`src/rtl/timer_pkg.sv`:
```
// Shared types and defaults for the timer controller.
// Imported by the prescaler, the interface and the top.
package timer_pkg;

    localparam int WIDTH_DEF   = 64;
    localparam int PRESC_W_DEF = 8;

    typedef enum logic [1:0] {
        T_IDLE,
        T_RUN,
        T_DONE
    } timer_state_t;

endpackage

```
`src/rtl/timer_ctrl_if.sv`:
```
// Control/status bundle between the timer register file
// and the timer controller.
interface timer_ctrl_if
    import timer_pkg::*;
#(
    parameter int WIDTH   = WIDTH_DEF,
    parameter int PRESC_W = PRESC_W_DEF
);

    logic               start;
    logic               stop;
    logic [WIDTH-1:0]   load_val;
    logic [WIDTH-1:0]   cmp_val;
    logic [PRESC_W-1:0] presc;
    logic               dir_up;
    logic               periodic;
    logic               irq_ack;
    logic [WIDTH-1:0]   count;
    logic               busy;
    logic               irq;

    modport master (
        output start, stop, load_val, cmp_val, presc,
        output dir_up, periodic, irq_ack,
        input  count, busy, irq
    );

    modport slave (
        input  start, stop, load_val, cmp_val, presc,
        input  dir_up, periodic, irq_ack,
        output count, busy, irq
    );

endinterface

```
`src/rtl/timer_presc.sv`:
```
// Clock prescaler: one tick every (presc+1) enabled cycles.
// Counter is parked at zero while disabled.
module timer_presc
    import timer_pkg::*;
#(
    parameter int PRESC_W = PRESC_W_DEF
) (
    input  logic               clk,
    input  logic               reset,
    input  logic               en,
    input  logic [PRESC_W-1:0] presc,
    output logic               tick
);

    localparam logic [PRESC_W-1:0] ONE = PRESC_W'(1);

    logic [PRESC_W-1:0] presc_cnt;

    assign tick = en && (presc_cnt == presc);

    // divide counter: wraps on tick, cleared when not running
    always_ff @(posedge clk or posedge reset) begin
        if (reset) begin
            presc_cnt <= '0;
        end else if (!en || tick) begin
            presc_cnt <= '0;
        end else begin
            presc_cnt <= presc_cnt + ONE;
        end
    end

endmodule

```
`src/rtl/timer_ctrl.sv`:
```
// Timer sequencer: config latch, prescaled up/down counter,
// compare against target, sticky irq, one-shot or periodic.
module timer_ctrl
    import timer_pkg::*;
#(
    parameter int WIDTH   = WIDTH_DEF,
    parameter int PRESC_W = PRESC_W_DEF
) (
    input  logic         clk,
    input  logic         reset,
    timer_ctrl_if.slave  bus
);

    localparam logic [WIDTH-1:0] ONE = WIDTH'(1);

    timer_state_t       state;
    timer_state_t       state_nx;

    logic [WIDTH-1:0]   count_q;
    logic [WIDTH-1:0]   load_q;
    logic [WIDTH-1:0]   cmp_q;
    logic [PRESC_W-1:0] presc_q;
    logic               dir_q;
    logic               periodic_q;
    logic               irq_q;

    logic               running;
    logic               tick;
    logic               start_ok;
    logic               advance;
    logic               match;

    assign running  = (state == T_RUN);
    // stop has priority over start; start is ignored while running
    assign start_ok = bus.start && !bus.stop && !running;
    assign advance  = running && !bus.stop && tick;
    assign match    = advance && (count_q == cmp_q);

    timer_presc #(
        .PRESC_W (PRESC_W)
    ) u_presc (
        .clk   (clk),
        .reset (reset),
        .en    (running),
        .presc (presc_q),
        .tick  (tick)
    );

    // state register
    always_ff @(posedge clk or posedge reset) begin
        if (reset) begin
            state <= T_IDLE;
        end else begin
            state <= state_nx;
        end
    end

    // next-state decode
    always_comb begin
        state_nx = state;
        unique case (state)
            T_IDLE: begin
                if (start_ok) state_nx = T_RUN;
            end
            T_RUN: begin
                if (bus.stop) begin
                    state_nx = T_IDLE;
                end else if (match && !periodic_q) begin
                    state_nx = T_DONE;
                end
            end
            T_DONE: begin
                if (bus.stop) begin
                    state_nx = T_IDLE;
                end else if (start_ok) begin
                    state_nx = T_RUN;
                end
            end
            default: state_nx = T_IDLE;
        endcase
    end

    // configuration latched once per start
    always_ff @(posedge clk or posedge reset) begin
        if (reset) begin
            load_q     <= '0;
            cmp_q      <= '0;
            presc_q    <= '0;
            dir_q      <= 1'b0;
            periodic_q <= 1'b0;
        end else if (start_ok) begin
            load_q     <= bus.load_val;
            cmp_q      <= bus.cmp_val;
            presc_q    <= bus.presc;
            dir_q      <= bus.dir_up;
            periodic_q <= bus.periodic;
        end
    end

    // counter: load on start, reload or hold on match, else step
    always_ff @(posedge clk or posedge reset) begin
        if (reset) begin
            count_q <= '0;
        end else if (start_ok) begin
            count_q <= bus.load_val;
        end else if (match) begin
            if (periodic_q) count_q <= load_q;
        end else if (advance) begin
            count_q <= dir_q ? count_q + ONE : count_q - ONE;
        end
    end

    // sticky irq; a fresh match beats a coincident ack
    always_ff @(posedge clk or posedge reset) begin
        if (reset) begin
            irq_q <= 1'b0;
        end else if (match) begin
            irq_q <= 1'b1;
        end else if (bus.irq_ack) begin
            irq_q <= 1'b0;
        end
    end

    assign bus.count = count_q;
    assign bus.busy  = running;
    assign bus.irq   = irq_q;

endmodule

```
`src/flat_wrapper.sv`:
```
// flat-port wrapper written by rule: the top's interface ports become plain ports
module timer_ctrl_flat import timer_pkg::*;
#(
    parameter int WIDTH   = WIDTH_DEF,
    parameter int PRESC_W = PRESC_W_DEF
)
  (clk, reset, bus_start, bus_stop, bus_load_val, bus_cmp_val, bus_presc, bus_dir_up, bus_periodic, bus_irq_ack, bus_count, bus_busy, bus_irq);
  timer_ctrl_if #(.WIDTH(WIDTH), .PRESC_W(PRESC_W)) bus_i ();
  input  logic clk;
  input  logic reset;
  input wire logic [$bits(bus_i.start)-1:0] bus_start;
  input wire logic [$bits(bus_i.stop)-1:0] bus_stop;
  input wire logic [$bits(bus_i.load_val)-1:0] bus_load_val;
  input wire logic [$bits(bus_i.cmp_val)-1:0] bus_cmp_val;
  input wire logic [$bits(bus_i.presc)-1:0] bus_presc;
  input wire logic [$bits(bus_i.dir_up)-1:0] bus_dir_up;
  input wire logic [$bits(bus_i.periodic)-1:0] bus_periodic;
  input wire logic [$bits(bus_i.irq_ack)-1:0] bus_irq_ack;
  output wire logic [$bits(bus_i.count)-1:0] bus_count;
  output wire logic [$bits(bus_i.busy)-1:0] bus_busy;
  output wire logic [$bits(bus_i.irq)-1:0] bus_irq;
  assign bus_i.start = bus_start;
  assign bus_i.stop = bus_stop;
  assign bus_i.load_val = bus_load_val;
  assign bus_i.cmp_val = bus_cmp_val;
  assign bus_i.presc = bus_presc;
  assign bus_i.dir_up = bus_dir_up;
  assign bus_i.periodic = bus_periodic;
  assign bus_i.irq_ack = bus_irq_ack;
  assign bus_count = bus_i.count;
  assign bus_busy = bus_i.busy;
  assign bus_irq = bus_i.irq;
  timer_ctrl #(.WIDTH(WIDTH), .PRESC_W(PRESC_W)) u_core (.clk(clk), .reset(reset), .bus(bus_i));
endmodule
```
`config.mk`:
```
export PLATFORM = sky130hd
export DESIGN_NAME = timer_ctrl_flat
export DESIGN_NICKNAME = d
export VERILOG_FILES = /design/src/rtl/timer_pkg.sv /design/src/rtl/timer_ctrl_if.sv /design/src/rtl/timer_presc.sv /design/src/rtl/timer_ctrl.sv /design/src/flat_wrapper.sv
export SDC_FILE = /design/constraint.sdc
export NUM_CORES = 1
export LEC_CHECK = 0
export CAP_MARGIN = 20
export CORE_MARGIN = 1.5
export CORE_UTILIZATION = 55
export DETAILED_ROUTE_END_ITERATION = 6
export MAX_ROUTING_LAYER = met4
export PLACE_DENSITY = 0.8
export SYNTH_ARGS = -nofsm -noshare
export SYNTH_HDL_FRONTEND = slang
export SYNTH_SLANG_ARGS = --single-unit
```
`constraint.sdc`:
```
create_clock -name clk -period 8.2 [get_ports clk]
set_input_delay 1.64 -clock clk [delete_from_list [all_inputs] [get_ports clk]]
set_output_delay 1.64 -clock clk [all_outputs]
set_load 0.01 [all_outputs]
```
### Yosys cells after proc, flatten, opt, wreduce, memory -nomap -nowiden

Index checks and enable logic that the tools add are counted.

* register bits after elaboration: 213
* input bits: 143
* output and inout bits: 66
* word-level logic and storage cells: 46

* add/sub/neg operators: 3
* equality and inequality tests: 6
* mux-type cells: 13
* reductions and logical operators: 15

Operators with widths (count)
* $mux W64: 5
* $add A64 B1 Y64 const B: 1
* $eq A64 B64 Y1: 1
* $sub A64 B1 Y64 const B: 1
* $add A8 B1 Y8 const B: 1
* $eq A8 B8 Y1: 1
* $mux W2: 4
* $mux W8: 1
* $logic_and A1 B1 Y1: 7
* $pmux W2 S3: 1
* $logic_not A1 Y1: 3
* $ne A3 B1 Y1 const B: 1
* $ne A3 B3 Y1 const B: 1
* $reduce_bool A3 Y1: 1
* $eq A2 B1 Y1 const B: 1
* $eq A2 B2 Y1 const B: 1
* $logic_not A2 Y1: 1
* $mux W1: 2
* $reduce_and A2 Y1: 1
* $reduce_bool A2 Y1: 1
* $logic_or A1 B1 Y1: 1

### Logic depth before layout (Yosys ltp)

* depth after elaboration: 8
* mapped depth: 13
* mapped depth without buffers: 12

### Modules after synthesis

Synthesis repeated with hierarchy kept, for this count alone.

* cells, all modules: 1687
* area, all modules: 13583.0 sq um

Modules (own cells, without submodules)
* timer_ctrl: times used 1, cells each 1640, area each 13092.6 sq um, seq. area each 5129.9 sq um
* timer_presc: times used 1, cells each 47, area each 490.5 sq um, seq. area each 200.2 sq um

### Worst setup path before layout

No wires, ideal clock.

* kind: reg2reg
* start: reg u_core.dir_q
* end: reg u_core.count_q[54], in the netlist u_core.bus.count[54]
* library setup time: 0.087 ns
* arrival time: 4.144 ns
* data required time: 8.113 ns
* path slack: 3.969 ns
* stages on the path, launching flop included: 14
* path buffers: 1
* period minus slack after synthesis: 4.231 ns
* path through: dfrtp_1 inv_1 ha_1 buf_6 a21o_1 a21o_1 a21oi_4 o221ai_2 a221o_1 a21o_1 a221o_4 a311oi_4 xnor2_1 a211oi_2

* word-level cells in the longest chain between the ends: 4

Ends and longest elaborated chain
* from (decl): line timer_ctrl.sv:23 `logic dir_q;`
* from (signal assigned): line timer_ctrl.sv:95 `dir_q <= bus.dir_up;`
* $mux W64: line timer_ctrl.sv:109 `count_q <= dir_q ? count_q + ONE : count_q - ONE;`
* $mux W64: line timer_ctrl.sv:108 `end else if (advance) begin`
* $mux W64: line timer_ctrl.sv:106 `end else if (match) begin`
* $mux W64: line timer_ctrl.sv:104 `end else if (start_ok) begin`
* to (signal assigned): line timer_ctrl.sv:105 `count_q <= bus.load_val;`
* to (signal assigned): line timer_ctrl.sv:107 `if (periodic_q) count_q <= load_q;`
* to (signal assigned): line timer_ctrl.sv:109
* to (decl): line timer_ctrl.sv:19 `logic [WIDTH-1:0] count_q;`

Every way passes these cells. The select of a mux whose other input is x is not followed.
A chain may end at the register's enable or synchronous reset.

### Worst setup path in the final report

* start: reg u_core.count_q[14], in the netlist u_core.bus.count[14]
* end: reg u_core.count_q[40], in the netlist u_core.bus.count[40]

* word-level cells in the longest chain between the ends: 5
* elaborated cells on any way between the ends: 11
* classes of those cells: add/sub (2); eq/ne (2); mux (4); reduce/logical (3)

Ends and longest elaborated chain (line)
* $sub A64 B1 Y64 or $add A64 B1 Y64 (tied branches): timer_ctrl.sv:109
* $mux W64: timer_ctrl.sv:109
* $mux W64: timer_ctrl.sv:108
* $mux W64: timer_ctrl.sv:106
* $mux W64: timer_ctrl.sv:104

Parallel ways exist; a longest one is shown, timed or not. The select of a mux whose other input is x is not followed.

==> flow_metrics.tcl <==
set metrics [dict create \
    status "finished clean" \
    avgSynthCellArea_um2 8.12 \
    hp-class "flop to flop" \
    pre_cts_ws_ps 2960 \
    reg2reg_slack_ps 3360 \
    critPathMaxFanout 56 \
    period_needed_ps 4840 \
    cts.htree.levels 1 \
    dp_hpwl_um 30900 \
    drt_iter0_markers 1302 \
    rows 56 \
    async_flop_share 1.00 \
    maxSlewHeadroom 0.325 \
    power_leakage_uw 0.00750 \
    coreArea_mm2 0.0236 \
    tns_ps 0 \
    maxCapViolCount 0 \
    rsz0062_at_grt "no" \
    synth-seq-cells 213 \
    synth_edf_count 0 \
    ir_worst_vdd_mv 0.205 \
    synth.top_cell.area_share 0.401 \
    clockBufferDepth 3 \
    finalMaxSlewViolations 0 \
    synth_nets 1844 \
    final_layout_size_suffix_gt1_frac 0.0408 \
    start_util 0.563 \
    grt_overflow 0 \
    synth_area_mm2 0.0133 \
    fmax_ghz 0.207 \
    yosysTopAreaCell "dfrtp_1" \
    switchingPower_uw 1880 \
    p_per_area_mw_per_mm2 285 \
    switching_share 0.402 \
    cts_tree "built" \
    required_ps 8590 \
    cts-root-buf "clkbuf_16" \
    cts_buffers 25 \
    skew_ps 10.0 \
    clkPwrFrac 0.239 \
    power.internal_uw 2800 \
    antenna_found_initial 0 \
    grt_usage 0.354 \
    dieHeight_um 158 \
    syn2layout_area_growth_pct 23.3 \
    cts.sinks 213 \
    fin_crit_sh 0.590 \
    layout_setup_ws_ps 3360 \
    crit_arrival_ps 5230 \
    startpoint_type "flop" \
    wl_per_cell_um 20.3 \
    final-hold-violation-count 0 \
    grt_max_degree 165 \
    syn_inst 1637 \
    yosys_most_used_dff "dfrtp_1" \
    synth-seq-area-share 0.401 \
    clock_latency_ps 530 \
    vias 12800 \
    fin_hold_ws_ps 472 \
    routed_wl_um 43400 \
    via_per_inst 6.01 \
    yosys_warnings 0 \
    yosys-top-cells-area "dfrtp_1 40%, nand2_1 14%, xnor2_1 6.7%" \
    setup_viol 0 \
    critPathCaptureType "flop" \
    grt_pass1_wl_um 66400 \
    die_w_um 158 \
    first_pass_iters 5 \
    portBuffers 208 \
    nNetsFinal 2004 \
    ant_nets 0 \
    die_area_mm2 0.0251 \
    drc 0 \
    fin_util 0.694 \
    clk_pin_slew_worst_paths_ps 60 \
    power_frac_comb 0.454 \
    final_common_cell "nand2_1" \
    critPathKind "flop to flop" \
    post_cts_resized 0 \
    cts_setup_buffers 0 \
    pin_count 209 \
    gp_congestion 0.941 \
    diodes 0 \
    layout_common_cells "487 x nand2_1, 213 x dfrtp_1, 208 x clkdlybuf4s50_1" \
    holdBufCountCts 0 \
    worstMarginPinSlew_ps 1010 \
    synth_cell_types 70 \
    grt_pass1_vias 12200 \
    power_frac_seq 0.307 \
]
==> metal layers <==
layer	track usage	vias up	share of wire
li1	-	5991	-
met1	0.470	6174	0.43
met2	0.555	560	0.46
met3	0.0509	88	0.077
met4	0.125	0	0.036
met5	-	-	0
==> registers in the layout (all words and copies together), names as in the netlist <==
| register | count |
|---|---|
| u_core.bus.count | 64 |
| u_core.cmp_q | 64 |
| u_core.load_q | 64 |
| u_core.presc_q | 8 |
| u_core.u_presc.presc_cnt | 8 |
| u_core.state | 2 |
| u_core.bus.irq | 1 |
| u_core.dir_q | 1 |
| u_core.periodic_q | 1 |
==> final cells by class <==
type                            count  area (um^2)
Multi-Input combinational cell   1307         7530
Sequential cell                   213         5330
Fill cell                        1860         7230
Timing Repair Buffer              219         2180
Clock inverter                      7         70.1
Tap cell                          319          399
Inverter                           31          124
Clock buffer                       36          757
==> synth_stat cells, types with 3 or more instances <==
| library cell | instances |
|---|---|
| o22ai_1 | 14 |
| buf_1 | 8 |
| o31ai_1 | 3 |
| mux2i_1 | 10 |
| a22oi_1 | 24 |
| clkbuf_1 | 72 |
| a221oi_1 | 4 |
| a21o_1 | 27 |
| ha_1 | 63 |
| xor2_1 | 30 |
| nand2_1 | 487 |
| nor3_1 | 12 |
| or3_1 | 9 |
| nor4_1 | 8 |
| buf_2 | 3 |
| o21bai_1 | 18 |
| o211ai_1 | 9 |
| a21oi_1 | 128 |
| nand4_1 | 43 |
| nor2b_1 | 4 |
| o21a_1 | 5 |
| a211oi_1 | 14 |
| xnor2_1 | 101 |
| o21ai_1 | 8 |
| o221ai_1 | 9 |
| a222oi_1 | 6 |
| nand3_1 | 16 |
| inv_1 | 30 |
| or2_2 | 3 |
| nor2_1 | 100 |
| o21ai_0 | 82 |
| nand2b_1 | 7 |
| and2_1 | 4 |
| dfrtp_1 | 213 |
| a31oi_1 | 10 |
| and3_1 | 8 |
==> critical path, stage by stage, from the launching register on <==
cell and delay (ps):
dfrtp_1 470, xnor2_1 400, nand4_1 320, nor4_1 480, nand4_1 460, nor2_4 180
buf_4 530, inv_1 560, nand2_1 720, o22ai_1 170, a2111oi_0 380
==> path summary, 6_finish.rpt <==
kind                                 startpoint                    to  cells after the start
max                        u_core.bus.count[14]  u_core.bus.count[40]                     10
min                           u_core.load_q[33]     u_core.load_q[33]                      2
max reg2reg                u_core.bus.count[14]  u_core.bus.count[40]                     10
min reg2reg                   u_core.load_q[33]     u_core.load_q[33]                      2
max in group asynchronous                 reset      u_core.cmp_q[45]                      3
min in group asynchronous                 reset     u_core.load_q[28]                      2
==> logic make-up after synthesis <==
group           after synthesis  share of synthesized area
mux                          11                    0.00838
buf+inv                     117                     0.0347
xor+xnor                    131                     0.0863
compound gates              390                      0.187
fa+ha+maj                    64                     0.0608
flops                       213                      0.401
simple gates                711                      0.222
==> power groups by stage <==
stage / clock (uW) / combinational [uW] / sequential, uW
detailed placement: 0 / 2080 / 1440
global placement: 0 / 2060 / 1440
CTS: 1130 / 2100 / 1430
finish: 1120 / 2120 / 1440
floorplan: 0 / 1390 / 1420
global route: 1170 / 2320 / 1460
==> stage by stage <==
step           total power [uW]  instance area (um^2)  std cells
3_3_place_gp               3510                 15600       2089
3_5_place_dp               3520                 15600       2089
6_report                   4680                 16400       2132
4_1_cts                    4660                 16400       2132
5_1_grt                    4940                 16400       2132
2_1_floorplan              2810                 13300       1637
Note: power is estimated with default switching activity, not from simulation.
